`config.mk`:
```
export PLATFORM = sky130hd
export DESIGN_NAME = wash_cycle_ctrl
export DESIGN_NICKNAME = d
export VERILOG_FILES = /design/src/rtl/washer_pkg.sv /design/src/rtl/phase_timer.sv /design/src/rtl/wash_cycle_ctrl.sv
export SDC_FILE = /design/constraint.sdc
export NUM_CORES = 1
export LEC_CHECK = 0
export BUFFER_PORTS_ARGS = -buffer_cell sky130_fd_sc_hd__buf_4
export CORE_MARGIN = 2
export CORE_UTILIZATION = 45
export DETAILED_ROUTE_END_ITERATION = 10
export GPL_TIMING_DRIVEN = 0
export PLACE_DENSITY = 0.73
export SYNTH_ARGS = -nofsm -noshare
export SYNTH_HDL_FRONTEND = slang
export SYNTH_SLANG_ARGS = --single-unit
```
`constraint.sdc`:
```
create_clock -name clk -period 3.49 [get_ports clk]
set_input_delay 0 -clock clk [delete_from_list [all_inputs] [get_ports clk]]
set_output_delay 0 -clock clk [all_outputs]
set_load 0.005 [all_outputs]
```
`src/rtl/washer_pkg.sv`:
```
// washer_pkg: state encoding, default phase durations and the pass-count clamp
// shared by the washer sequencer and its testbench.
package washer_pkg;
    typedef enum logic [2:0] {IDLE = 3'd0, SOAK, WASH, RINSE, SPIN, PAUSE} state_t;
    localparam int SOAK_CYC_D   = 8;
    localparam int WASH_CYC_D   = 16;
    localparam int RINSE_CYC_D  = 12;
    localparam int SPIN_CYC_D   = 10;
    localparam int PRICE_D      = 2;
    localparam int MAX_REPEAT_D = 3;
    function automatic int clamp_reps(input int n, input int max_rep);
        return (n < 1) ? 1 : ((n > max_rep) ? max_rep : n);
    endfunction
endpackage

```
`src/rtl/phase_timer.sv`:
```
// phase_timer: down-counter for phase durations; load wins over en, and the
// counter holds at zero.
module phase_timer #(
    parameter int W = 4
) (
    input  logic         clk,
    input  logic         reset,
    input  logic         load,
    input  logic [W-1:0] load_val,
    input  logic         en,
    output logic         zero
);
    logic [W-1:0] cnt;
    always_ff @(posedge clk or negedge reset) begin
        if (!reset)
            cnt <= '0;
        else if (load)
            cnt <= load_val;
        else if (en && cnt != '0)
            cnt <= cnt - 1'b1;
    end
    assign zero = (cnt == '0);
endmodule

```
`src/rtl/wash_cycle_ctrl.sv`:
```
// wash_cycle_ctrl: coin-operated washer sequencer (SOAK, WASH/RINSE passes, SPIN).
// Define LID_PAUSE_ALL_EN to let an open lid pause every phase, not only SPIN.
module wash_cycle_ctrl
    import washer_pkg::*;
#(
    parameter int SOAK_CYC   = SOAK_CYC_D,
    parameter int WASH_CYC   = WASH_CYC_D,
    parameter int RINSE_CYC  = RINSE_CYC_D,
    parameter int SPIN_CYC   = SPIN_CYC_D,
    parameter int PRICE      = PRICE_D,
    parameter int MAX_REPEAT = MAX_REPEAT_D,
    parameter int CRD_W      = 4,
    parameter int RPT_W      = 2
) (
    input  logic             clk,
    input  logic             reset,
    input  logic             coin,
    input  logic             lid_open,
    input  logic [RPT_W-1:0] n_repeat,
    output logic             soak,
    output logic             wash,
    output logic             rinse,
    output logic             spin,
    output logic             paused,
    output logic             brake,
    output logic             busy,
    output logic [CRD_W-1:0] credit,
    output logic [RPT_W-1:0] pass_idx
);
    localparam int MAX_A   = (SOAK_CYC > WASH_CYC) ? SOAK_CYC : WASH_CYC;
    localparam int MAX_B   = (RINSE_CYC > SPIN_CYC) ? RINSE_CYC : SPIN_CYC;
    localparam int MAX_DUR = (MAX_A > MAX_B) ? MAX_A : MAX_B;
    localparam int TW      = (MAX_DUR > 1) ? $clog2(MAX_DUR) : 1;
    localparam int CW1     = CRD_W + 1;

    state_t           state, next;
    state_t           resume;
    logic [RPT_W-1:0] reps;
    logic [TW-1:0]    load_val;
    logic [CW1-1:0]   sum;
    logic             load, zero, phase, can_pause, start;

    assign phase = (state == SOAK) || (state == WASH) || (state == RINSE) || (state == SPIN);
    assign start = (state == IDLE) && (credit >= CRD_W'(PRICE)) && !lid_open;

`ifdef LID_PAUSE_ALL_EN
    state_t ret;
    always_ff @(posedge clk or negedge reset) begin
        if (!reset)
            ret <= IDLE;
        else if (state != PAUSE && next == PAUSE)
            ret <= state;
    end
    assign can_pause = phase;
    assign resume    = ret;
    assign brake     = (state == PAUSE) && (ret == SPIN);
`else
    assign can_pause = (state == SPIN);
    assign resume    = SPIN;
    assign brake     = (state == PAUSE);
`endif

    // The timer keeps counting on the edge that enters PAUSE, so that cycle counts as active.
    phase_timer #(.W(TW)) u_timer (
        .clk     (clk),
        .reset   (reset),
        .load    (load),
        .load_val(load_val),
        .en      (phase),
        .zero    (zero)
    );

    always_comb begin
        next     = state;
        load     = 1'b0;
        load_val = '0;
        case (state)
            IDLE: if (start) begin
                next     = SOAK;
                load     = 1'b1;
                load_val = TW'(SOAK_CYC - 1);
            end
            SOAK: if (zero) begin
                next     = WASH;
                load     = 1'b1;
                load_val = TW'(WASH_CYC - 1);
            end else if (can_pause && lid_open) next = PAUSE;
            WASH: if (zero) begin
                next     = RINSE;
                load     = 1'b1;
                load_val = TW'(RINSE_CYC - 1);
            end else if (can_pause && lid_open) next = PAUSE;
            RINSE: if (zero) begin
                next     = (pass_idx < reps) ? WASH : SPIN;
                load     = 1'b1;
                load_val = (pass_idx < reps) ? TW'(WASH_CYC - 1) : TW'(SPIN_CYC - 1);
            end else if (can_pause && lid_open) next = PAUSE;
            SPIN: if (zero) next = IDLE;
            else if (lid_open) next = PAUSE;
            PAUSE: if (!lid_open) next = resume;
            default: next = IDLE;
        endcase
    end

    assign sum = {1'b0, credit} + CW1'(coin) - (start ? CW1'(PRICE) : CW1'(0));

    always_ff @(posedge clk or negedge reset) begin
        if (!reset) begin
            state    <= IDLE;
            credit   <= '0;
            pass_idx <= '0;
            reps     <= '0;
        end else begin
            state  <= next;
            credit <= sum[CRD_W] ? {CRD_W{1'b1}} : sum[CRD_W-1:0];
            if (start) begin
                pass_idx <= RPT_W'(1);
                reps     <= RPT_W'(clamp_reps(int'(n_repeat), MAX_REPEAT));
            end else if (state == RINSE && zero && pass_idx < reps)
                pass_idx <= pass_idx + 1'b1;
            else if (state == SPIN && zero)
                pass_idx <= '0;
        end
    end

    assign soak   = (state == SOAK);
    assign wash   = (state == WASH);
    assign rinse  = (state == RINSE);
    assign spin   = (state == SPIN);
    assign paused = (state == PAUSE);
    assign busy   = (state != IDLE);
endmodule
```
==> flow_summary.toml <==
[clock_tree]
cts_setup_buffers = 0
cts_buffer_depth = 2
cts_tree = "built"
cts.sinks = 15
ctsHtreeMaxLevel = 1
cts_buffers = 3
clock_latency_ns = 0.29
cts.clk_slew.worst_paths_ns = 0.10
cts-root-buf = "clkbuf_4"

[floorplan]
die_h_um = 51.7
die-area_um2 = 2670
core_area_um2 = 2170
rows = 17
initial_core_util_pct = 47.1
die_w_um = 51.7
ioPinCount = 19

[timing]
setup_viol = 0
maxSlewHeadroom_pct = 63.2
rsz0062_at_grt = "no"
maxSlewViolCount = 0
tightest_slew_ns = 0.551
fin_crit_sh_pct = 77.9
period_needed_ns = 2.72
setup_tns_ns = 0
fmax_ghz = 0.368
fin_skew_ns = 0.00489
hold_violations = 0

[critical_path]
r2r-end = "credit[2]"
cp_slowest_cell = "dfrtp_1"
worstPathMaxFanout = 10
crit_cells = 10
regToRegStartpoint = "state[1]"
crit_chain = "or3_4 -> nor3_4 -> inv_2 -> ha_1 -> inv_1 -> ha_1 -> nand2b_1 -> a21oi_1 -> o21ai_0 -> nand3_1"
startpoint = "state[1]"
critical-path-top-delay-family = "simple AND/OR/NAND/NOR gates"
endpoint_kind = "register"
reg2reg_depth = 10
critical_path_class = "reg -> reg"
crit_top_cell = "ha_1"
arrival_ns = 2.87
slowest_delay_ns = 0.48
critPathBufInv = 2
required_ns = 3.64
endpoint = "credit[2]"
start_kind = "register"
r2r_setup_slack_ns = 0.77

[global_route]
gr-usage-all-layers_pct = 17.6
grt_pass1_wl_um = 3460
antenna_found_initial = 0
grt_pass1_vias = 820
grt_max_degree = 16
grt_overflow = 0

[outcome]
status = "finished, final reports clean"

[logic_synthesis]
syn_area_um2 = 1020
synth_top_area_share_pct = 36.7
yosys.area.top_type = "dfrtp_1"
yosys.cell_types.count = 39
ys_seq_area_share_pct = 36.7
postSynthCellCount = 113
synth_area_per_cell_um2 = 9.05
yosysWarnings = 0
synth_fp_nets = 127
synth_area_leaders = "dfrtp_1 (37%), ha_1 (9.8%), inv_1 (4.4%), a21oi_1 (3.4%), nor2_1 (3.3%)"
ys_seq_elements = 15

[pwr]
switching_share_pct = 43.9
switchingPower_mw = 0.462
total_power_mw = 1.05
internal-power_mw = 0.591
seq_power_share_pct = 31.8
cellLeakagePower_nw = 0.579
clockPowerShare_pct = 9.6
irDropWorstVdd_mv = 0.437
p_per_area_nw_per_um2 = 843
p_comb_share_pct = 58.6

[cells_and_area]
num-nets-final = 153
n_antenna_cell = 0
drive_above_1_share_pct = 22.5
final_common_cell = "buf_4"
syn_to_final_growth_pct = 22.3
finalCoreUtilization_pct = 57.6
final_cell_mix = "buf_4 (19), dfrtp_1 (15), inv_1 (12)"

[worst_hold_path]
holdCritStartpoint = "coin"
hp-class = "in -> reg"

[routing]
totalWireLength_um = 2140
drtIter0Drc = 5
first_pass_iters = 4
route.vias.total = 895
detail-route-antenna-nets = 0
via_per_inst = 5.39
drc = 0
wire_per_inst_um = 12.9

[job]
max-cap-violations = 0

[placed_design]
finalWeightedCongestion = 0.842
numPortBuffers = 18
hpwlAfterDp_um = 1640
[kinds of logic (layout without fill, tap and decap cells)]
kind of cell	after synthesis	in the layout	synth area share, %
and+or+nand+nor	41	41	23.4
adders and majority gates	8	8	9.79
buffers and inverters	16	41	6.36
DFF	15	15	36.7
AOI/OAI and AO/OA	31	31	22.0
xor gates and xnor gates	2	2	1.71
[power by group through the flow]
stage | logic (mW) | clock network, mW | registers, mW
after global routing | 0.699 | 0.116 | 0.352
final | 0.617 | 0.101 | 0.335
after floorplan | 0.428 | 0 | 0.321
after CTS | 0.620 | 0.104 | 0.335
after global placement | 0.589 | 0 | 0.334
after detailed placement | 0.606 | 0 | 0.339
[stage by stage]
step | setup WS [ns] | std cells | hold slack [ns] | area (um^2)
finish | 0.771 | 166 | 0.0229 | 1250
global route | 0.561 | 166 | 0.0431 | 1250
CTS | 0.756 | 166 | 0.0211 | 1250
detailed placement | 0.773 | 159 | -0.129 | 1190
global placement | 0.867 | 159 | -0.135 | 1190
floorplan | 1.13 | 113 | -0.296 | 1020
[layout make-up]
| type | instances | area (um^2) |
|---|---|---|
| fillers | 216 | 920 |
| clock inverters | 1 | 5.00 |
| clock buffers | 3 | 22.5 |
| repair buffers | 21 | 165 |
| inverters | 13 | 48.8 |
| well taps | 28 | 35.0 |
| flip-flops and latches | 15 | 375 |
| multi-input cells | 82 | 582 |
| plain buffers | 3 | 16.3 |
[tightest hold or removal path: cells and delay by family]
family / cells / cell delay, ns
fa+ha+maj: 1 / 0.11
buf+inv: 1 / 0.08
simple gates: 1 / 0.09
[per-layer routing]
layer	global-route usage, %	up-vias	share of wire [%]
li1	-	453	-
met1	21.9	416	45
met2	28.6	20	49
met3	4.02	6	4.2
met4	8.33	0	2.1
met5	0	-	0
[sequential cells by signal (all words and copies together), names as in the netlist]
name         flops
credit           4
reps             2
pass_idx         2
state            3
u_timer.cnt      4
[Yosys cell counts]
cell type and number:
ha_1 8, o21ai_0 6, a2111oi_4 1, nand2_1 7, or4_1 1, nor3_4 1
nand2b_1 4, a211o_1 1, buf_4 1, nor2b_1 4, or3_1 1, inv_1 12
or3_4 1, a31o_1 1, o2bb2ai_1 1, clkbuf_1 1, o22ai_1 3, inv_2 1
a21oi_1 7, a31oi_1 1, nor3_1 4, nand4bb_2 1, or2_1 1, dfrtp_1 15
nor3b_1 1, a211oi_1 2, o22a_1 1, buf_2 1, or2_2 1, nand3b_1 1
a22oi_1 1, o32ai_1 2, o21bai_1 1, nand3_1 3, nor2_1 9, xor2_1 2
o31ai_1 2, o211a_1 1, or3b_2 1
[what timing repair did]
action                    CTS  global route
hold endpoints to repair   17             0
hold buffers                3             0
resized for setup           0             0
[worst min path at each step]
| stage | endpoint | slack (ns) | cells after the start |
|---|---|---|---|
| floorplan | credit[0] | -0.30 | 0 |
| global placement | state[0] | -0.14 | 1 |
| detailed placement | state[0] | -0.13 | 1 |
| CTS | credit[0] | 0.02 | 3 |
| global route | credit[0] | 0.04 | 3 |
| finish | credit[0] | 0.02 | 3 |
Note: power is estimated with default switching activity, not from simulation.
